**src/rtl/logic_unit_pipe.sv**
```systemverilog
// Pipelined bitwise logic lane: six logic ops plus an accumulating AND, with
// valid/ready flow control and registered zero/all-ones flags.
module logic_unit_pipe #(
  parameter int WIDTH       = 32,
  parameter int PIPE_STAGES = 2
) (
  input  logic             clk,
  input  logic             rst_n,
  input  logic             in_valid,
  output logic             in_ready,
  input  logic [2:0]       op,
  input  logic [WIDTH-1:0] a,
  input  logic [WIDTH-1:0] b,
  output logic             out_valid,
  input  logic             out_ready,
  output logic [WIDTH-1:0] f,
  output logic             zero,
  output logic             ones
);

  typedef enum logic [2:0] {
    OP_AND     = 3'b000,
    OP_OR      = 3'b001,
    OP_XOR     = 3'b010,
    OP_NOR     = 3'b011,
    OP_NAND    = 3'b100,
    OP_XNOR    = 3'b101,
    OP_ACC_AND = 3'b110,
    OP_ACC_CLR = 3'b111
  } op_t;

  op_t              op_sel;
  logic [WIDTH-1:0] acc;
  logic [WIDTH-1:0] res;
  logic             res_zero;
  logic             res_ones;
  logic             stall;
  logic             advance;
  logic             accept;
  logic             acc_op;

  logic             stg_v [PIPE_STAGES];
  logic [WIDTH-1:0] stg_f [PIPE_STAGES];
  logic             stg_z [PIPE_STAGES];
  logic             stg_o [PIPE_STAGES];

  assign op_sel   = op_t'(op);
  assign stall    = out_valid && !out_ready;
  assign advance  = !stall;
  assign in_ready = advance;
  assign accept   = in_valid && advance;
  assign acc_op   = (op_sel == OP_ACC_AND) || (op_sel == OP_ACC_CLR);

  always_comb begin
    res = '0;
    case (op_sel)
      OP_AND:     res = a & b;
      OP_OR:      res = a | b;
      OP_XOR:     res = a ^ b;
      OP_NOR:     res = ~(a | b);
      OP_NAND:    res = ~(a & b);
      OP_XNOR:    res = ~(a ^ b);
      OP_ACC_AND: res = acc & a & b;
      OP_ACC_CLR: res = '1;
      default:    res = '0;
    endcase
  end

  assign res_zero = (res == '0);
  assign res_ones = &res;

  // The whole pipe moves as one whenever the output is empty or being drained;
  // bubbles simply shift along, so an empty stage never holds anything back.
  always_ff @(posedge clk) begin
    if (!rst_n) begin
      acc <= '1;
      for (int i = 0; i < PIPE_STAGES; i++) begin
        stg_v[i] <= 1'b0;
        stg_f[i] <= '0;
        stg_z[i] <= 1'b0;
        stg_o[i] <= 1'b0;
      end
    end else begin
      if (accept && acc_op)
        acc <= res;
      if (advance) begin
        for (int i = PIPE_STAGES - 1; i > 0; i--) begin
          stg_v[i] <= stg_v[i-1];
          stg_f[i] <= stg_f[i-1];
          stg_z[i] <= stg_z[i-1];
          stg_o[i] <= stg_o[i-1];
        end
        stg_v[0] <= accept;
        if (accept) begin
          stg_f[0] <= res;
          stg_z[0] <= res_zero;
          stg_o[0] <= res_ones;
        end
      end
    end
  end

  assign out_valid = stg_v[PIPE_STAGES-1];
  assign f         = stg_f[PIPE_STAGES-1];
  assign zero      = stg_z[PIPE_STAGES-1];
  assign ones      = stg_o[PIPE_STAGES-1];

endmodule

```
**config.mk**
```make
export PLATFORM = sky130hd
export DESIGN_NAME = logic_unit_pipe
export DESIGN_NICKNAME = d
export VERILOG_FILES = /design/src/rtl/logic_unit_pipe.sv
export SDC_FILE = /design/constraint.sdc
export NUM_CORES = 1
export LEC_CHECK = 0
export ABC_AREA = 1
export CORE_ASPECT_RATIO = 0.75
export CORE_MARGIN = 10
export CORE_UTILIZATION = 45
export CTS_CLUSTER_DIAMETER = 50
export CTS_CLUSTER_SIZE = 10
export DETAILED_ROUTE_END_ITERATION = 8
export HOLD_SLACK_MARGIN = 0.02
export PLACE_DENSITY = 0.77
export SYNTH_ARGS = -nofsm -noshare
export SYNTH_HDL_FRONTEND = slang
export SYNTH_SLANG_ARGS = --single-unit
```
**constraint.sdc**
```tcl
create_clock -name clk -period 3.53 [get_ports clk]
set_clock_uncertainty 0.2 [all_clocks]
set_input_delay 1.059 -clock clk [delete_from_list [all_inputs] [get_ports clk]]
set_output_delay 1.059 -clock clk [all_outputs]
set_load 0.02 [all_outputs]
```
==> results of run 1 <==
==> cell type report <==
| class | instances | area (sq um) | share of cell area (%) |
|---|---|---|---|
| Clock buffer | 10 | 239 | 2.66 |
| Sequential cell | 102 | 2740 | 30.5 |
| Tap cell | 210 | 263 | 2.92 |
| Clock inverter | 6 | 57.6 | 0.640 |
| Timing Repair Buffer | 147 | 1440 | 16.0 |
| Multi-Input combinational cell | 720 | 3710 | 41.3 |
| Inverter | 144 | 541 | 6.01 |
==> what timing repair did <==
item                                    CTS  global route
resized for setup                         0             1
hold buffers                              0             0
endpoints found under the setup margin    0             1
==> path summary, 6_finish.rpt <==
check	to	slack [ns]
min	acc[13]	0.28
max reg2reg	stg_f[0][10]	1.67
max	stg_o[0][0]	0.36
min reg2reg	acc[13]	0.28
==> sequential cells by signal, indices dropped and copies added, names as in the netlist <==
signal / flops
stg_f: 64
acc: 32
stg_o: 2
stg_v: 2
stg_z: 2
==> cells in the mapped netlist, drive strengths merged <==
cell type / number / area share, %
a21oi: 24 / 1.6
a31oi: 16 / 1.3
buf: 62 / 5.7
clkbuf: 16 / 0.80
clkinv: 1 / 0.050
dfxtp: 32 / 8.6
edfxtp: 70 / 28
ha: 64 / 11
inv: 143 / 7.2
nand2: 260 / 13
nand3: 99 / 6.6
nand3b: 36 / 3.6
nand4: 17 / 1.4
nor2: 178 / 9.3
nor3: 2 / 0.13
o211ai: 3 / 0.30
o21ai: 20 / 1.3
or2: 1 / 0.084
==> power by group through the flow <==
stage	Clock (mW)	Sequential, mW	Combinational, mW
after floorplan	0	1.44	0.502
after global placement	0	1.45	0.780
after detailed placement	0	1.45	0.796
after CTS	1.04	1.42	0.800
after global routing	1.09	1.43	0.898
final	1.01	1.42	0.807
==> metal layers <==
layer | global-route usage (%) | part of all wire (%) | vias up
li1 | - | - | 3454
met4 | 5.07 | 1.3 | 0
met1 | 24.9 | 44 | 3122
met5 | 0 | 0 | -
met2 | 27.3 | 43 | 309
met3 | 7.03 | 12 | 24
==> placed cells by master (no fill, tap or decap), types with 2 or more instances in the layout <==
cell type                         netlist  routed
sky130_fd_sc_hd__nand2_1              258     257
sky130_fd_sc_hd__nor2_1               174     174
sky130_fd_sc_hd__inv_1                141     141
sky130_fd_sc_hd__clkdlybuf4s50_1        0     104
sky130_fd_sc_hd__nand3_1               99      98
sky130_fd_sc_hd__edfxtp_1              70      70
sky130_fd_sc_hd__ha_1                  64      64
sky130_fd_sc_hd__nand3b_1              36      36
sky130_fd_sc_hd__buf_4                 33      35
sky130_fd_sc_hd__dfxtp_1               32      32
sky130_fd_sc_hd__a21oi_1               24      24
sky130_fd_sc_hd__o21ai_0               19      19
sky130_fd_sc_hd__nand4_1               17      17
sky130_fd_sc_hd__a31oi_1               16      16
sky130_fd_sc_hd__clkbuf_16              0       9
sky130_fd_sc_hd__buf_12                 0       6
sky130_fd_sc_hd__nand2_2                2       3
sky130_fd_sc_hd__nor2_2                 3       3
sky130_fd_sc_hd__o211ai_1               3       3
sky130_fd_sc_hd__inv_6                  0       3
sky130_fd_sc_hd__inv_2                  2       2
sky130_fd_sc_hd__nor3_1                 2       2
sky130_fd_sc_hd__inv_8                  0       2
==> cells by family after synthesis <==
kind of cell    synth area share [%]
flops                           36.7
fa+ha+maj                       10.7
compound gates                  4.59
buf+inv                         13.8
simple gates                    34.3
==> worst max-delay path, delay by kind of cell <==
kind / cells / cell delay (ns)
and+or+nand+nor: 8 / 0.90
AOI/OAI and AO/OA: 1 / 0.28
buffers and inverters: 4 / 0.95
==> flow_results.org, run 1 <==
** Worst setup path
- The worst setup path is captured at a flop.
- Cell at the slowest stage of the critical path :: sky130_fd_sc_hd__clkdlybuf4s50_1
- Launch point of the worst path :: op[0]
- In this design, the stage delay of the slowest critical-path cell is just over 0.5 ns.
- Peak fanout along the critical path :: 19
- Measured in cells, the most critical reg-to-reg path has a length of 5.
- Crit path arrival time :: roughly 3.2 ns
- The startpoint identified for the worst register-to-register timing path is stg_v[0][1].
- The worst setup path is of the input port to flop kind.
- The worst setup path is launched from an input port.
- Cells traversed along the worst timing path :: clkdlybuf4s50_1 -> inv_2 -> buf_4 -> nand3_1 -> o21ai_0 -> nor2_1 -> nand3_1 -> nand2_1 -> inv_1 -> nand2_1 -> nor2_1 -> nand2_1 -> nor2_1
- Required time of the critical path :: between 3 and 4 ns

** Finish
- For this run, the share of the core covered by cells in the final layout is between 50% and 60%.
- Fill cells in the final layout number 1,508.
- The net count of the finished layout is 1,259.
- Number of antenna repair diodes :: 0
- Layout cells sized above 1 :: between 6 and 7%
- Post-layout instance count excluding filler cells :: approximately 1,300
- Compared with the post-synthesis result, the final layout area differs by 20.3%.
- With fillers left out, the area of the finished cells amounts to about 9000 sq um.

** Clocking
- Clock sink count :: a little over 100
- Buffers added to address setup during post-CTS repair amount to 0.
- CTS built an H-tree with a depth of 3.
- In this run the deepest clock path goes through 2 buffers.
- Clock insertion delay at the later pin of the skew report :: 0.36 ns
- CTS placed an instance of sky130_fd_sc_hd__clkbuf_16 at the clock tree root.
- Clock transition at the register clock pins on the worst setup and hold paths after CTS :: approximately 0.080 ns
- TritonCTS built the clock tree.
- Total clock buffers created by CTS :: 9

** Floorplanning
- In this run the vertical extent of the chip is 132 microns.
- DIE AREA :: ~22,000 sq um
- The initial utilization of the core area, before any placement, comes to between 40% and 50%.
- The region available for standard cell placement spans around 16,000 sq um.
- Total number of placement rows :: 40
- During I/O placement, the number of pins put on the boundary was between 100 and 150.
- In this run the horizontal extent of the chip is 169 microns.

** Timing
- Setup slack on the critical path of the routed design comes to about 0.36 ns.
- Summed over all failing endpoints, the final setup total negative slack is 0 ns.
- Period Utilization, post-route :: 89.7%
- Setup repair after global routing left no endpoint under its margin.
- Setup violations remaining at the end of the flow were counted as 0.
- For the pin with the worst max-slew slack, the measured transition is between 0.5 and 0.6 ns.
- Number of pins exceeding their max-slew limit in the final report :: 0
- Measured against its own limit, the worst slew margin works out to ~64%.
- Number of hold violations in the final report :: 0
- Post-route minimum period :: 3.17 ns
- Max Clk Rate :: ~320 MHz
- On the final layout, the worst hold slack is between 0.2 and 0.3 ns.

** Place
- Port Buffer Count :: approximately 110
- Routability congestion estimate from global placement :: ~0.88
- Instance area at placement :: about 8700 sq um
- The HPWL after detailed placement is 15,400 microns.
- Placed instance count :: roughly 1,300
- Worst setup slack before clock tree synthesis :: between 0.015 and 0.02 ns

** Synthesis
- Share of the yosys chip area belonging to registers :: around 37%
- Cell variety after synth :: 26
- During synthesis, Yosys emitted a total of 0 warnings.
- In this run the cell area of the synthesized design comes to around 7500 sq um.
- Number of synthesized register bits :: ~100
- When the netlist entered floorplanning its net count stood at 1,179.
- Synthesis produced about 1,000 cells.
- Dividing the synthesized area by the synthesized cell count gives 7.16 sq um.

** Pwr
- Power spread over the standard cell area amounts to 360 nW/um^2.
- Seq pwr share :: 43.9%
- LEAKAGE :: about 4.5 nW
- The clock network burns a little under a third of the power.
- Overall power consumption after layout is estimated at between 3 and 4 mW.
- The internal portion of the total power is approximately 2.2 mW.
- Portion of total power attributed to combinational logic :: 25.0%
- Across the VDD grid, the largest voltage drop is about 0.00022 V.
- The analysis attributes to net switching a power of roughly 1 mW.
- Net switching is a little under a third of the power.

** Min path
- Worst Hold Launch :: acc[13]
- The min-delay analysis places its worst path in the category flop to flop.
- Worst hold stages :: 2

** GRT
- Number of global-route vias before repair :: ~6,600
- Global routing finished with a remaining overflow of 0.
- Global-route wire length before repair :: 34,100 microns
- The initial antenna violation count is 0.
- Largest net degree at the start of global routing :: 48
- For this run, the total global-route usage over all layers was measured as a little under a fifth.

** Detailed routing
- The first routing iteration left 559 violations.
- Vias/cell :: 5.16
- After detailed routing, the number of remaining DRC violations is 0.
- Routed via count :: 6,909
- Routed wire per std cell :: 15.3 microns
- Pre-antenna DRT Iters :: 6
- Routed Wire Length :: 20,500 microns
- Count of antenna-violating nets left after detailed routing :: 0

** Status
- The flow ran to the end, and the final reports show no timing, DRC or antenna violations.

** Flow run
- Max-cap violations in this run came to 0.
Note: power is estimated with default switching activity, not from simulation.
==> run 2: changes to the inputs <==
SETUP_SLACK_MARGIN = 0.2   (was default)
==> run 2 against run 1 <==
  * Worst hold slack got worse by 0.00078 ns
  * Sequential power barely moved
  * Sequential share of layout area is essentially flat
  * Cell count unchanged
  * Non-clock buffer count stayed put
  * Flip-flop and latch count did not move
  * Clock-buffer cell count stayed put
  * Clock power is essentially flat
  * Via count is 0.16% lower
  * Core utilization barely moved
==> flow_results.org, run 2 (synthesis results as in run 1) <==
** Pwr
- Switching portion of total power :: between 30% and 40%
- Combinational logic is responsible for between 20% and 30% of the overall power.
- Switching power total :: roughly 1 mW
- Internal Pwr Total :: approximately 2.2 mW
- Across the VDD grid, the largest voltage drop is between 0.0002 and 0.00025 V.
- Power spread over the standard cell area amounts to ~360 nW/um^2.
- LEAKAGE :: approximately 4.5 nW
- Power share of the clock group :: 31.1%
- Seq pwr share :: 43.9%

** Timing
- Number of pins exceeding their max-slew limit in the final report :: 0
- Accumulated negative setup slack :: 0 ns
- The clock period could shrink to approximately 3.2 ns.
- Setup violators final :: 0
- Max_slew headroom :: between 60% and 70%
- Derived from the worst setup path, the maximum achievable clock frequency is between 300 and 400 MHz.
- In the finished design, the share of the clock period the worst path needs comes to between 90% and 100%.
- The number of failing hold endpoints at the final stage came to 0.
- At the pin with the least slew margin, the transition time is 0.514 ns.
- Unrepaired setup endpoints after global routing :: no

** Floorplanning
- The region available for standard cell placement spans between 15,000 and 20,000 sq um.
- The die is around 170 microns wide.
- Effective utilization at floorplan :: 46.3%
- The initialized floorplan defines 40 standard-cell rows.
- DIE AREA :: between 20,000 and 25,000 sq um
- Pin placement for this block handled 107 I/O pins.
- The die is 132 microns tall.

** GRT
- The initial antenna violation count is 0.
- Entering global routing, the biggest net connects 48 pins.
- Global routing consumed, over all layers together, 18.6% of the routing resources.
- For this run the aggregate overflow at the end of global routing stands at 0.
- The via count of the first global-routing pass was roughly 6,600.
- Global-route wire length before repair :: ~34,000 microns

** Min path
- The worst hold path belongs to the class flop to flop.

** Place
- Routability-driven placement finished with a final weighted congestion of 0.882.
- Detailed placer's ending HPWL :: roughly 15,000 microns
- Buffers placed on the I/O ports in this run total roughly 110.
- Placed instance count :: about 1,300

** Clocking
- Post-cts resize count :: 1
- Buffers added to address setup during post-CTS repair amount to 0.
- Root buffer selected by CTS :: sky130_fd_sc_hd__clkbuf_16
- Max H-tree Level :: 3
- Cts-stage hold buffer count :: 0
- The clock drives between 100 and 150 sinks.
- Clock transition at the register clock pins on the worst setup and hold paths after CTS :: about 0.07 ns
- The number of clock buffers added by TritonCTS is 9.
- For the worst-skew pair, the clock arrives at the later sink with an insertion delay of between 0.3 and 0.4 ns.
- TritonCTS clock tree :: built
- Maximum buffer depth of the clock tree :: 2

** Finish
- Most frequent standard cell in the layout excluding fill and tap cells :: sky130_fd_sc_hd__nand2_1
- The post-route netlist has around 6.3% of its cells at a drive strength greater than 1.
- The register with the most flip-flops in the layout has 64 of them.
- In the final layout, flip-flops and latches occupy approximately 2700 sq um.
- Total number of nets in the final design :: 1,259
- Ranked by flip-flop count, first place goes to stg_f.
- Post-layout instance count excluding filler cells :: between 1,000 and 1,500
- Area Growth Syn to Fin :: 20.4%
- Registers with the most flip-flops :: stg_f x64, acc x32
- In the layout the commonest cells are sky130_fd_sc_hd__nand2_1 (256), sky130_fd_sc_hd__nor2_1 (173), sky130_fd_sc_hd__inv_1 (141), sky130_fd_sc_hd__clkdlybuf4s50_1 (104), sky130_fd_sc_hd__nand3_1 (97).
- Area of the multi-input gates :: around 3700 sq um
- Number of antenna repair diodes :: 0
- Number of fill cells :: about 1,500

** Worst setup path
- The worst setup path is captured at a primary output.
- Crit path arrival time :: between 1.5 and 2 ns
- Cell at the slowest stage of the critical path :: sky130_fd_sc_hd__clkdlybuf4s50_1
- Number of buffer and inverter stages on the critical path :: 3
- Cells traversed along the worst timing path :: clkdlybuf4s50_1 -> inv_1 -> nand2_1 -> dlygate4sd2_1
- For this run, the slowest stage of the critical path takes 0.45 ns.
- In this design, the largest share of critical-path delay is due to buffers and inverters.
- In this run the worst path has a maximum fanout of 2.
- Critical path class :: input port to primary output
- STA puts the critical path data required time at 2.27 ns.
- Kind of start point of the critical path :: input port

** Detailed routing
- Dividing the detail-routed via count by the number of cells gives 5.15.
- Summed over all layers, the routed wires come to ~20,000 microns.
- Count of antenna-violating nets left after detailed routing :: 0
- Routed wire per std cell :: 15.3 microns
- The first routing iteration left roughly 560 violations.
- Pre-antenna DRT Iters :: 5
- For this run, design rule violations remaining after detail routing come to 0.
- Summing over every cut layer, the via total after detailed routing is just under 7,000.

** Status
- Result of the run :: complete, no violations

** Flow run
- Across the run, the number of max-cap violations was 0.
[run 2: cell count changes in the layout (fill, tap and decap cells not counted)]
cell / change
sky130_fd_sc_hd__nand2_1: -1
sky130_fd_sc_hd__nand2_2: +1
sky130_fd_sc_hd__dlygate4sd2_1: +1
sky130_fd_sc_hd__nor2_1: -1
sky130_fd_sc_hd__nor2_2: +1
sky130_fd_sc_hd__nand3_1: -1
sky130_fd_sc_hd__nand3_2: +1
sky130_fd_sc_hd__dlymetal6s2s_1: -1
[run 2: worst paths after layout]
kind                                  start  endpoint  slack [ns]  depth (start not counted)
worst max register to register  stg_v[0][1]   acc[11]        1.68                          8
worst min register to register       acc[2]    acc[2]        0.28                          2
worst max-delay path              out_ready  in_ready        0.29                          4
worst min-delay path                 acc[2]    acc[2]        0.28                          2
[run 2: layer usage]
layer,up-vias,global-route usage (%),routed length [microns]
li1,3449,-,-
met1,3128,24.9,9170
met2,297,27.3,8780
met3,24,7.03,2350
met4,0,5.07,245
met5,-,0,0
[run 2: area by class of cell]
class / instances / area share (%)
multi-input combinational: 720 / 41.3
sequential: 102 / 30.5
timing repair buffer: 147 / 16.0
inverter: 144 / 6.00
tap: 210 / 2.92
clock buffer: 10 / 2.65
clock inverter: 6 / 0.639
[run 2: power by group through the flow]
stage | Combinational [mW] | Clock [mW] | Sequential, mW
after CTS | 0.800 | 1.04 | 1.42
after detailed placement | 0.796 | 0 | 1.45
final | 0.808 | 1.01 | 1.42
after global routing | 0.899 | 1.09 | 1.43
after floorplan | 0.502 | 0 | 1.44
after global placement | 0.780 | 0 | 1.45
[run 2: through the flow]
step	hold WS (ns)	total power [mW]	setup slack, ns	utilization [%]	cell area, sq um
6_report	0.276	3.23	0.291	55.7	9000
5_1_grt	0.303	3.42	0.242	55.7	9000
4_1_cts	0.277	3.26	0.280	55.6	8990
3_5_place_dp	0.257	2.24	0.0192	53.8	8700
3_3_place_gp	0.255	2.23	0.0434	53.8	8700
2_1_floorplan	0.242	1.94	0.593	-	7480
[run 2: worst min-delay path: stages, from the launching register on]
cell and delay [ns]:
sky130_fd_sc_hd__dfxtp_1 0.33, sky130_fd_sc_hd__nand2_1 0.05, sky130_fd_sc_hd__nand3_1 0.07
==> run 3: changes to the inputs <==
RECOVER_POWER = 50   (was default)
SKIP_LAST_GASP = 1   (was default)
==> run 3 against run 2 <==
  * First-iteration DRC count up 2.3%
  * Design area down 0.39%
  * Worst hold slack better by 0.00058 ns
  * Non-clock buffer count unchanged
  * Cell count unchanged
  * Power down 0.31%
  * Critical endpoint unchanged
  * Largest power group unchanged
==> flow_results.org, run 3 (synthesis results as in run 1) <==
** Clocking
- The H-tree was split into 3 levels.
- The clock reaches the later pin of the worst-skew pair after between 0.3 and 0.4 ns.
- Buffers inserted during clock tree synthesis total 9.
- TritonCTS clock tree :: built
- Clock transition at the register clock pins on the worst setup and hold paths after CTS :: approximately 0.07 ns
- Clock sink count :: about 100
- Maximum buffer depth of the clock tree :: 2
- In this run the clock root is driven by a sky130_fd_sc_hd__clkbuf_16.

** Floorplanning
- Placeable core region :: 16,200 sq um
- The initial utilization of the core area, before any placement, comes to around 46%.
- DIE AREA :: roughly 22,000 sq um
- In this run the count of I/O pins placed on the die edge is roughly 110.
- Total number of placement rows :: 40
- Die height :: 132 microns
- In this run the horizontal extent of the chip is 169 microns.

** Detailed routing
- Drt drc :: 0
- Vias/cell :: ~5.1
- In the final routed layout, each cell accounts on average for around 15 microns.
- Routed Wire Length :: between 20,000 and 25,000 microns
- The detailed router placed 6,893 vias in this run.
- Count of antenna-violating nets left after detailed routing :: 0
- For this block, the initial DRC count from the detailed router was around 570.
- Pre-antenna DRT Iters :: 5

** Worst setup path
- Kind of capture point of the worst setup path :: primary output
- Peak fanout along the critical path :: 2
- In this run the register-to-register setup slack is 1.13 ns.
- Worst flop-to-flop path endpoint :: stg_f[0][10]
- STA puts the critical path data required time at roughly 2.3 ns.
- The critical path is of the input port to primary output type.
- Reg2Reg Launch Point :: stg_v[0][1]
- Kind of start point of the critical path :: input port
- R2R depth :: 5
- STA puts the critical path data arrival time at around 2.1 ns.

** Finish
- Number of antenna repair diodes :: 0
- Fill cells in the final layout number 1,513.
- The count of cells in the finished layout, fillers not included, comes to around 1,300.
- Leaving out fill and tap cells, the most frequent cells in the layout are sky130_fd_sc_hd__nand2_1 (257), sky130_fd_sc_hd__nor2_1 (173), sky130_fd_sc_hd__inv_1 (141), sky130_fd_sc_hd__nand3_1 (98), sky130_fd_sc_hd__clkdlybuf4s50_1 (81).
- Register containing the most flip-flops in the final layout :: stg_f
- Total number of nets in the final design :: roughly 1,300
- The library cell used most frequently in the layout, excluding fill and tap cells, is sky130_fd_sc_hd__nand2_1.
- Registers with the most flip-flops :: stg_f x64, acc x32
- The register with the most flip-flops in the layout has between 60 and 70 of them.
- Area Growth Syn to Fin :: 19.9%
- Layout cells sized above 1 :: approximately 5.9%

** Timing
- The number of max-slew violations in the final report came to 0.
- Subtracting the final worst setup slack from the clock period gives between 3 and 4 ns.
- At the pin with the least slew margin, the transition time is 0.901 ns.
- Setup violations remaining at the end of the flow were counted as 0.
- For this run, the top clock speed supported by timing is 302 MHz.
- Setup repair after global routing left no endpoint under its margin.
- Accumulated negative setup slack :: 0 ns
- The number of failing hold endpoints at the final stage is 0.
- Max_slew headroom :: around two fifths
- Period Utilization, post-route :: between 90% and 100%

** GRT
- The first global-routing pass estimated about 34,000 microns of wire.
- Number of global-route vias before repair :: 6,563
- Largest net degree at the start of global routing :: 48
- Global routing used between 15 and 20% of the available tracks.
- Antenna violations before repair :: 0
- After global routing the overflow that remains totals 0.

** Pwr
- Portion of total power attributed to combinational logic :: roughly 25%
- Power share of the clock group :: between 30% and 40%
- The internal power of the cells totals between 2 and 2.5 mW.
- In this run the power spent charging and discharging nets is roughly 1.0 mW.
- Seq pwr share :: roughly 44%
- LEAKAGE :: ~4.5 nW
- Ratio of total power to cell area :: 359 nW/um^2
- VDD IR max :: roughly 0.00022 V
- Switching portion of total power :: between 30% and 40%

** Place
- Routability congestion estimate from global placement :: between 0.8 and 0.9
- Port Buffer Count :: approximately 110
- Counting tap cells, the placed design contains a total of between 1,000 and 1,500 instances.
- Detailed placer's ending HPWL :: 15,400 microns

** Status
- The flow ran to the end, and the final reports show no timing, DRC or antenna violations.

** Min path
- Worst hold stages :: 2
- Kind of path behind the tightest hold check :: flop to flop
- Capture endpoint of the worst hold path :: acc[13]
- Worst Hold Launch :: acc[13]

** Flow run
- The tool flagged a number of max-cap violations equal to 0.
-- run 3: cell count changes in the layout (fill, tap and decap cells not counted), moves of 2 or more --
cell,previous run,this run
sky130_fd_sc_hd__dlygate4sd3_1,0,23
sky130_fd_sc_hd__buf_4,35,29
sky130_fd_sc_hd__clkbuf_1,0,2
sky130_fd_sc_hd__clkdlybuf4s50_1,104,81
sky130_fd_sc_hd__clkbuf_4,0,2
sky130_fd_sc_hd__clkbuf_2,0,3
-- run 3: repair_timing --
action,4_1_cts,5_1_grt
setup buffers,0,0
endpoints found under the setup margin,1,1
hold buffers,0,0
endpoints found under the hold margin,0,0
gates resized for setup,1,3
-- run 3: per-layer routing --
| layer | track usage (%) | wire length [microns] | part of all wire (%) | vias up |
|---|---|---|---|---|
| met5 | 0 | 0 | 0 | - |
| met4 | 5.07 | 267 | 1.3 | 0 |
| met3 | 7.03 | 2350 | 11 | 26 |
| met2 | 27.3 | 8820 | 43 | 285 |
| met1 | 24.9 | 9190 | 45 | 3133 |
| li1 | - | - | - | 3449 |
-- run 3: worst max-delay path: stages --
cell,delay [ns]
sky130_fd_sc_hd__dlygate4sd3_1,0.53
sky130_fd_sc_hd__inv_1,0.07
sky130_fd_sc_hd__nand2_1,0.06
sky130_fd_sc_hd__dlygate4sd2_1,0.33
-- run 3: through the flow --
stage | hold WS (ns) | worst slack, ns | util, % | total power, mW | cell area, sq um
finish | 0.276 | 0.222 | 55.5 | 3.22 | 8970
global route | 0.303 | 0.167 | 55.5 | 3.41 | 8970
CTS | 0.277 | 0.280 | 55.6 | 3.26 | 8990
detailed placement | 0.257 | 0.0192 | 53.8 | 2.24 | 8700
global placement | 0.255 | 0.0434 | 53.8 | 2.23 | 8700
floorplan | 0.242 | 0.593 | - | 1.94 | 7480
-- run 3: how the worst max path moves through the flow --
stage	startpoint	slack (ns)	end	cells after the start
final	out_ready	0.22	in_ready	4
after global routing	out_ready	0.17	in_ready	4
after CTS	out_ready	0.28	in_ready	4
after detailed placement	out_ready	0.02	in_ready	4
after global placement	out_ready	0.04	in_ready	4
after floorplan	rst_n	0.59	stg_f[0][32]	2
-- run 3: cell type report --
type	instances	area (sq um)	area share [%]
flip-flops and latches	102	2740	30.6
clock buffers	10	239	2.66
repair buffers	147	1410	15.7
clock inverters	6	57.6	0.642
multi-input cells	720	3710	41.4
inverters	144	541	6.03
well taps	210	263	2.93
-- run 3: power by group through the flow --
| stage | clock network (mW) | registers, mW | logic, mW |
|---|---|---|---|
| after floorplan | 0 | 1.44 | 0.502 |
| after global placement | 0 | 1.45 | 0.780 |
| after detailed placement | 0 | 1.45 | 0.796 |
| after CTS | 1.04 | 1.42 | 0.800 |
| after global routing | 1.09 | 1.43 | 0.885 |
| final | 1.01 | 1.42 | 0.795 |
